## src/rtl/mem_io_bridge.sv

```systemverilog
// CPU bus bridge: routes accesses to external RAM or to memory-mapped UART / cycle-counter IO.
// Optional macro IO_CLK_SNAPSHOT_EN: a byte-0 counter read snapshots the counter for coherent byte 1..3 reads.
module mem_io_bridge #(
   parameter int unsigned FIFO_AW = 3
) (
   input  logic        clk_in,
   input  logic        rst_in,
   input  logic [31:0] cpu_a,
   input  logic [7:0]  cpu_dout,
   input  logic        cpu_wr,
   output logic [7:0]  cpu_din,
   output logic        io_buffer_full,
   output logic [16:0] ram_a,
   output logic [7:0]  ram_din,
   output logic        ram_wr,
   input  logic [7:0]  ram_dout,
   output logic [7:0]  tx_data,
   output logic        tx_valid,
   input  logic        tx_ready,
   input  logic [7:0]  rx_data,
   input  logic        rx_valid,
   output logic        rx_pop,
   output logic        program_finish
);

   localparam int unsigned DEPTH = 1 << FIFO_AW;
   localparam int unsigned CW    = FIFO_AW + 1;
   localparam logic [17:0] ADDR_UART = 18'h30000;
   localparam logic [17:0] ADDR_CLK  = 18'h30004;

   typedef enum logic { SEL_RAM, SEL_IO } rd_sel_e;

   logic               io;
   logic               rd_uart;
   logic               rd_clk;
   logic               wr_uart;
   logic               wr_stop;
   logic [7:0]         io_rdata;
   logic [7:0]         io_rdata_q;
   rd_sel_e            rd_sel_q;
   logic [31:0]        cyc_cnt_q;
   logic [31:0]        clk_word;
   logic [7:0]         fifo_mem [DEPTH];
   logic [FIFO_AW-1:0] head_q;
   logic [FIFO_AW-1:0] tail_q;
   logic [CW-1:0]      count_q;
   logic               fifo_empty;
   logic               fifo_full;
   logic               push;
   logic               pop;
   logic [7:0]         push_data;
   logic               stop_pending_q;
   logic               finish_q;
   logic [13:0]        unused_cpu_a;

   assign unused_cpu_a = cpu_a[31:18];

   // Address decode
   assign io      = (cpu_a[17:16] == 2'b11);
   assign rd_uart = io & ~cpu_wr & (cpu_a[17:0] == ADDR_UART);
   assign rd_clk  = io & ~cpu_wr & (cpu_a[17:2] == ADDR_CLK[17:2]);
   assign wr_uart = io & cpu_wr & (cpu_a[17:0] == ADDR_UART) & (cpu_dout != 8'h00);
   assign wr_stop = io & cpu_wr & (cpu_a[17:0] == ADDR_CLK);

   assign ram_a   = cpu_a[16:0];
   assign ram_din = cpu_dout;
   assign ram_wr  = cpu_wr & ~io;

   assign rx_pop  = rd_uart & rx_valid & ~rst_in;

`ifdef IO_CLK_SNAPSHOT_EN
   logic [31:0] snap_q;

   // Byte 0 reads live and captures the whole word for the following byte reads
   always_ff @(posedge clk_in) begin
      if (rst_in) begin
         snap_q <= '0;
      end else if (rd_clk && (cpu_a[1:0] == 2'b00)) begin
         snap_q <= cyc_cnt_q;
      end
   end

   assign clk_word = (cpu_a[1:0] == 2'b00) ? cyc_cnt_q : snap_q;
`else
   assign clk_word = cyc_cnt_q;
`endif

   // IO read data, captured for return one cycle later alongside RAM data
   always_comb begin
      io_rdata = 8'h00;
      if (rd_uart) begin
         io_rdata = rx_valid ? rx_data : 8'h00;
      end else if (rd_clk) begin
         io_rdata = clk_word[{cpu_a[1:0], 3'b000} +: 8];
      end
   end

   assign fifo_empty = (count_q == '0);
   assign fifo_full  = (count_q == CW'(DEPTH));
   assign pop        = ~fifo_empty & tx_ready;
   // A full FIFO still accepts a push when the head leaves in the same cycle
   assign push       = (wr_uart | wr_stop) & (~fifo_full | pop);
   assign push_data  = wr_stop ? 8'h00 : cpu_dout;

   always_ff @(posedge clk_in) begin
      if (push) begin
         fifo_mem[tail_q] <= push_data;
      end
   end

   always_ff @(posedge clk_in) begin
      if (rst_in) begin
         head_q         <= '0;
         tail_q         <= '0;
         count_q        <= '0;
         cyc_cnt_q      <= '0;
         stop_pending_q <= 1'b0;
         finish_q       <= 1'b0;
         rd_sel_q       <= SEL_RAM;
         io_rdata_q     <= 8'h00;
      end else begin
         cyc_cnt_q  <= cyc_cnt_q + 32'd1;
         rd_sel_q   <= (io && !cpu_wr) ? SEL_IO : SEL_RAM;
         io_rdata_q <= io_rdata;
         if (push) begin
            tail_q <= tail_q + FIFO_AW'(1);
         end
         if (pop) begin
            head_q <= head_q + FIFO_AW'(1);
         end
         if (push && !pop) begin
            count_q <= count_q + CW'(1);
         end else if (pop && !push) begin
            count_q <= count_q - CW'(1);
         end
         if (wr_stop) begin
            stop_pending_q <= 1'b1;
         end
         if (stop_pending_q && fifo_empty) begin
            finish_q <= 1'b1;
         end
      end
   end

   assign cpu_din        = (rd_sel_q == SEL_IO) ? io_rdata_q : ram_dout;
   assign tx_valid       = ~fifo_empty;
   assign tx_data        = fifo_mem[head_q];
   // One slot of headroom for a write already in flight from the CPU
   assign io_buffer_full = (count_q >= CW'(DEPTH - 1));
   assign program_finish = finish_q | (stop_pending_q & fifo_empty);

endmodule

```

## config.mk

```make
export PLATFORM = sky130hd
export DESIGN_NAME = mem_io_bridge
export DESIGN_NICKNAME = d
export VERILOG_FILES = /design/src/rtl/mem_io_bridge.sv
export SDC_FILE = /design/constraint.sdc
export NUM_CORES = 1
export LEC_CHECK = 0
export CAP_MARGIN = 20
export CORE_UTILIZATION = 47
export DETAILED_ROUTE_END_ITERATION = 8
export PLACE_DENSITY_LB_ADDON = 0.2
export SETUP_SLACK_MARGIN = 0.02
export SLEW_MARGIN = 20
export SYNTH_ARGS = -nofsm -noshare
export SYNTH_HDL_FRONTEND = slang
export SYNTH_SLANG_ARGS = --single-unit
```

## constraint.sdc

```tcl
create_clock -name clk_in -period 3.8 [get_ports clk_in]
set_clock_uncertainty 0.05 [all_clocks]
set_input_delay 0.76 -clock clk_in [delete_from_list [all_inputs] [get_ports clk_in]]
set_output_delay 0.76 -clock clk_in [all_outputs]
set_load 0.005 [all_outputs]
```

==> results of run 1 <==
==> synthesized netlist by cell type (4+ instances only) <==
master | instances | area share [%]
edfxtp_1 | 64 | 36
dfxtp_1 | 56 | 21
nor2_1 | 47 | 3.3
xor2_1 | 26 | 4.2
buf_4 | 25 | 3.5
mux4_2 | 24 | 10
nand2_1 | 18 | 1.3
nand3_1 | 18 | 1.7
mux2_2 | 16 | 3.3
inv_1 | 13 | 0.90
clkbuf_1 | 11 | 0.77
nand4_1 | 10 | 1.2
nor2b_1 | 10 | 1.2
a21oi_1 | 8 | 0.74
o2bb2ai_1 | 8 | 1.3
xnor2_1 | 7 | 1.1
ha_1 | 6 | 1.4
or3_1 | 6 | 0.70
buf_1 | 5 | 0.35
nor4_1 | 5 | 0.58
and3_1 | 4 | 0.46
nor4_2 | 4 | 0.93
o21ai_0 | 4 | 0.37
==> final cells by class <==
| class | instances | area share [%] |
|---|---|---|
| flip-flops and latches | 120 | 43.2 |
| multi-input cells | 248 | 29.4 |
| repair buffers | 115 | 15.5 |
| clock buffers | 17 | 6.04 |
| clock inverters | 15 | 2.70 |
| well taps | 140 | 2.49 |
| inverters | 13 | 0.693 |
==> metal layers <==
metal | routed length, um | up-vias | global-route usage, %
met2 | 6600 | 100 | 39.4
met3 | 606 | 18 | 5.32
met5 | 0 | - | 0
met1 | 4960 | 1806 | 26.8
li1 | - | 1717 | -
met4 | 172 | 0 | 8.59
==> worst paths after layout <==
path	start	endpoint	slack, ps	cells after the start
setup reg to reg	count_q[0]$_SDFFE_PP0P_	count_q[3]$_SDFFE_PP0P_	890	11
hold reg to reg	stop_pending_q$_SDFFE_PP0P_	stop_pending_q$_SDFFE_PP0P_	420	2
hold / removal	stop_pending_q$_SDFFE_PP0P_	stop_pending_q$_SDFFE_PP0P_	420	2
setup / recovery	cpu_a[4]	rx_pop	130	7
==> power by group <==
group | switching (mW) | total, mW | internal (mW)
Combinational | 0.184 | 0.468 | 0.284
Sequential | 0.0355 | 1.42 | 1.39
Clock | 0.612 | 1.66 | 1.05
==> state kept, by name, summed over array words and instances, names as in the netlist, named ones only <==
| name | flops |
|---|---|
| finish_q | 1 |
| fifo_mem | 64 |
| count_q | 4 |
| tail_q | 3 |
| io_rdata_q | 8 |
| clk_word | 32 |
| head_q | 3 |
| stop_pending_q | 1 |
| rd_sel_q | 1 |
==> worst max-delay path: stages <==
cell and delay, ps:
clkdlybuf4s50_1 430, or3_4 420, or4_4 450, buf_4 150, nor4_2 250, buf_4 160
dlygate4sd2_1 240
==> stage by stage <==
stage | setup TNS, ps | power [mW] | hold WS, ps
2_1_floorplan | 0 | 1.72 | 388
3_3_place_gp | -314 | 1.91 | 405
3_5_place_dp | -460 | 1.92 | 413
4_1_cts | 0 | 3.58 | 427
5_1_grt | 0 | 3.67 | 445
6_report | 0 | 3.55 | 423
==> kinds of logic (layout without fill, tap and decap cells) <==
family | Yosys count | count (layout) | synth area share, %
multiplexers | 42 | 42 | 13.7
flip-flops | 120 | 120 | 56.4
buffers and inverters | 54 | 160 | 5.50
XOR/XNOR | 33 | 33 | 5.36
adder cells (fa/ha/maj) | 7 | 7 | 1.76
AND/OR/NAND/NOR | 140 | 140 | 13.6
AO/OA/AOI/OAI | 26 | 26 | 3.69
==> metrics.txt, run 1 <==
CTS H-tree depth 4; Num CTS Buffers 17; CP Capture Type output pin; Setup WS pre-CTS -211 ps; Overflow after GRT 0; design area 7040 um^2; CP startpoint kind input port; Synth cell types 38; register area 3040 um^2; Initial Util roughly 49%; critical path fanouts, max 3; core area 11000 um^2; Die Wd 109 um; Multi-input gate area 2070 um^2; sequential cell area fraction in the yosys report 56.4%; Post-DRT Antenna Nets 0; dpl cells about 640; n_diodes 0; setup violators final 0; largest net degree at the start of global routing 46; Cell Rows 38; Power Dens Cells 504 nW/um^2; vias in the first global route 3797; # IOs 107; syn nets 490; post-layout min period 3670 ps; crit path DAT about 2900 ps; Area after DPL 6420 um^2; share of cells above drive strength 1 19.5%; die area 11900 um^2; area grow syn2layout 30.5%; DR WL/cell 18.5 um; initial antenna violation count 0; Hold-fix buffers, CTS 0; TritonCTS clock tree built; Post-Layout Cell Count 668; Reg clk slew, reported paths 60 ps; cell count after synthesis between 400 and 500; filler cell count 869; synth warn 0; Avg Inst Size Synth 12.8 um^2; HP Class reg2reg; vias per cell approximately 5.5; Clk Latency, worst-skew pair 410 ps; Worst VDD drop 0.000326 V; clk root buf clkbuf_16; Max Clock Freq between 200 and 300 MHz; most frequent cells in the layout clkdlybuf4s50_1, edfxtp_1, dfxtp_1; final worst-path cycle share 96.5%; first-pass detailed-route iteration total 5; #FFs+latches synth 120; Slew HR 28.2%; WS Path Type in2out; Post-synth ARST share 0%; max-cap check violation count 0; slew of the pin with the lowest slew margin 1070 ps; synthesized area approximately 5400 um^2; global-route wire length before repair 19600 um; Post-CTS Setup Inserts 0; commonest non-fill, non-tap cell in the layout clkdlybuf4s50_1; outcome finished, final reports clean; violation count after the first detailed-route iteration between 200 and 250; via count between 3000 and 4000; fin. max-slew vios 0; CP required around 3000 ps; IO Port Bufs 92; number of synthesized flops with an enable pin between 60 and 70; CTS max path bufs 2; GP Congestion around 0.84; leakage 2.42 nW; number of remaining DRC errors 0; RSZ-0062 raised after global routing false; Main synth FF type edfxtp_1; fin nets 583; slack of the critical path 131 ps; Overall Global Routing Usage 22.6%; CTS Sinks 120; Post-CTS Resized 2; Layout Utilization around 64%; WL final between 10000 and 15000 um; Final Hold Fails 0; HPWL after DPL between 8000 and 9000 um; die height 109 um
Note: power is estimated with default switching activity, not from simulation.
==> run 2, diff against run 1 <==
--- a/config.mk
+++ b/config.mk
@@ -9,6 +9,7 @@
 export CORE_UTILIZATION = 47
 export DETAILED_ROUTE_END_ITERATION = 8
 export PLACE_DENSITY_LB_ADDON = 0.2
+export RECOVER_POWER = 50
 export SETUP_SLACK_MARGIN = 0.02
 export SLEW_MARGIN = 20
 export SYNTH_ARGS = -nofsm -noshare
==> metrics.txt, run 2 (synthesis gave the netlist of run 1 again) <==
outcome complete, but fails checks; violated checks max-capacitance violations, max-slew violations; share of cells above drive strength 1 18.6% (-0.95 points); via count 3632 (-0.25%); vias per cell 5.44 (-0.25%); Num CTS Buffers 17 (unchanged); Min-Delay Endpoint stop_pending_q$_SDFFE_PP0P_; fin nets 583 (unchanged); worst hold start stop_pending_q$_SDFFE_PP0P_; max-cap check violation count 1 (+1); Final Hold Fails 0 (unchanged); Post-DRT Antenna Nets 0 (unchanged); setup_tns 0 ps (unchanged); family with the most delay on the worst path simple AND/OR/NAND/NOR gates; Overall Global Routing Usage 22.6% (unchanged); Max Clock Freq 273 MHz (+0.15%); CP required 2990 ps (about the same); max FFs per register 64 (unchanged); Crit-path slowest cell or4_4; # IOs 107 (unchanged); Slew HR -33.0% (-61 points); design area 7020 um^2 (-0.30%); FF-to-FF path depth 11 (unchanged); RSZ-0062 raised after global routing false; core area 11000 um^2 (unchanged); post-layout min period 3660 ps (-5.57 ps); initial antenna violation count 0 (unchanged); WL final 12300 um (about the same); vias in the first global route 3797 (unchanged); setup violators final 0 (unchanged); Area after DPL 6420 um^2 (unchanged); CTS H-tree depth 4 (unchanged); CP startpoint kind input port; Clk Latency, worst-skew pair 400 ps (about the same); die height 109 um (unchanged); fin. max-slew vios 46 (+46); Die Wd 109 um (unchanged); HPWL after DPL 8690 um (unchanged); HP Class reg2reg; largest net degree at the start of global routing 46 (unchanged); Worst VDD drop 0.000325 V (-0.27%); WP buf/inv 4 (unchanged); capturing point of the worst reg2reg path count_q[3]$_SDFFE_PP0P_; clk root buf clkbuf_16; CP Capture Type output pin; WS Path Type in2out; Reg clk slew, reported paths 60 ps (about the same); CTS Sinks 120 (unchanged); DR WL/cell 18.5 um (about the same); first-pass detailed-route iteration total 4 (-1); R2R Setup Slk 870 ps (-20 ps); CP peak stage delay 450 ps (about the same); Cell Rows 38 (unchanged); slack of the critical path 137 ps (+5.57 ps); critical path fanouts, max 3 (unchanged); Overflow after GRT 0 (unchanged); violation count after the first detailed-route iteration 189 (-8.3%); Hold-fix buffers, CTS 0 (unchanged); IO Port Bufs 92 (unchanged); Biggest register fifo_mem; final worst-path cycle share 96.4% (-0.15 points); CTS max path bufs 2 (unchanged); Initial Util 48.9% (unchanged); critical path, cell by cell clkdlybuf4s50_1 > or3_4 > or4_4 > clkbuf_4 > nor4_2 > buf_4 > dlygate4sd2_1; TritonCTS clock tree built; area grow syn2layout 30.1%; slew of the pin with the lowest slew margin 1990 ps (+927 ps); Setup WS pre-CTS -211 ps (unchanged); reg2reg start count_q[0]$_SDFFE_PP0P_; GP Congestion 0.840 (unchanged); Worst Hold Depth 2 (unchanged); global-route wire length before repair 19600 um (unchanged); dpl cells 636 (unchanged); most frequent cells in the layout edfxtp_1, dfxtp_1, clkdlybuf4s50_1; total power 3.54 mW (-0.40%); Power Dens Cells 504 nW/um^2 (-0.10%); number of remaining DRC errors 0 (unchanged); crit path DAT 2850 ps (about the same); commonest non-fill, non-tap cell in the layout edfxtp_1; die area 11900 um^2 (unchanged); Post-Layout Cell Count 668 (unchanged); n_diodes 0 (unchanged); leakage 2.41 nW (about the same)
-- run 2: changes by cell type in the layout (fill, tap and decap cells not counted) --
cell             change
clkbuf_4             +1
clkdlybuf4s50_1     -35
buf_4                -5
dlygate4sd3_1       +35
clkbuf_1             +4
nor4_2               -1
nor4_1               +1
-- run 2: area by class of cell --
class	count	area (um^2)
repair buffers	115	1080
multi-input cells	248	2060
clock inverters	15	190
well taps	140	175
flip-flops and latches	120	3040
clock buffers	17	425
inverters	13	48.8
fillers	873	4010
-- run 2: through the flow --
stage                     utilization, %  hold slack, ps
final                               63.6             423
after global routing                63.6             445
after CTS                           63.8             427
after detailed placement            58.2             413
after global placement              58.2             405
after floorplan                        -             388
-- run 2: worst max path at each step --
stage / from / end / slack, ps / cells past startpoint
after detailed placement: cpu_a[3] / count_q[3]$_SDFFE_PP0P_ / -210 / 12
after global routing: cpu_a[4] / rx_pop / 50 / 7
after floorplan: cpu_a[3] / count_q[3]$_SDFFE_PP0P_ / 150 / 11
final: cpu_a[4] / rx_pop / 140 / 7
after CTS: cpu_a[4] / rx_pop / 120 / 7
after global placement: cpu_a[3] / rx_pop / -160 / 7
-- run 2: what timing repair did --
item | 4_1_cts | 5_1_grt
setup endpoints to repair | 1 | 0
gates resized for setup | 2 | 0
buffers inserted | 0 | 0
-- run 2: power by group --
part           total [mW]  switching, mW  internal, mW
registers            1.42         0.0351          1.39
logic               0.454          0.182         0.272
clock network        1.66          0.612          1.05
total                3.54          0.829          2.71
-- run 2: worst register-to-register path: cells and delay by family, from the launching register on --
kind,cells,cell delay [ps]
simple gates,2,710
fa+ha+maj,2,460
xor+xnor,1,90
compound gates,5,1070
buf+inv,1,70
flops,1,370
-- run 2: layer usage --
metal | up-vias | part of all wire (%) | wire (um) | GRT usage, %
li1 | 1713 | - | - | -
met4 | 0 | 1.0 | 128 | 8.59
met1 | 1811 | 40 | 4940 | 26.8
met5 | - | 0 | 0 | 0
met3 | 11 | 4.9 | 605 | 5.32
met2 | 97 | 54 | 6680 | 39.4
==> run 3, diff against run 2 <==
--- a/config.mk
+++ b/config.mk
@@ -11,6 +11,7 @@
 export PLACE_DENSITY_LB_ADDON = 0.2
 export RECOVER_POWER = 50
 export SETUP_SLACK_MARGIN = 0.02
+export SKIP_LAST_GASP = 1
 export SLEW_MARGIN = 20
 export SYNTH_ARGS = -nofsm -noshare
 export SYNTH_HDL_FRONTEND = slang
==> results of run 3 <==
Same layout as run 2: the final DEF is identical, and so are final timing and power.
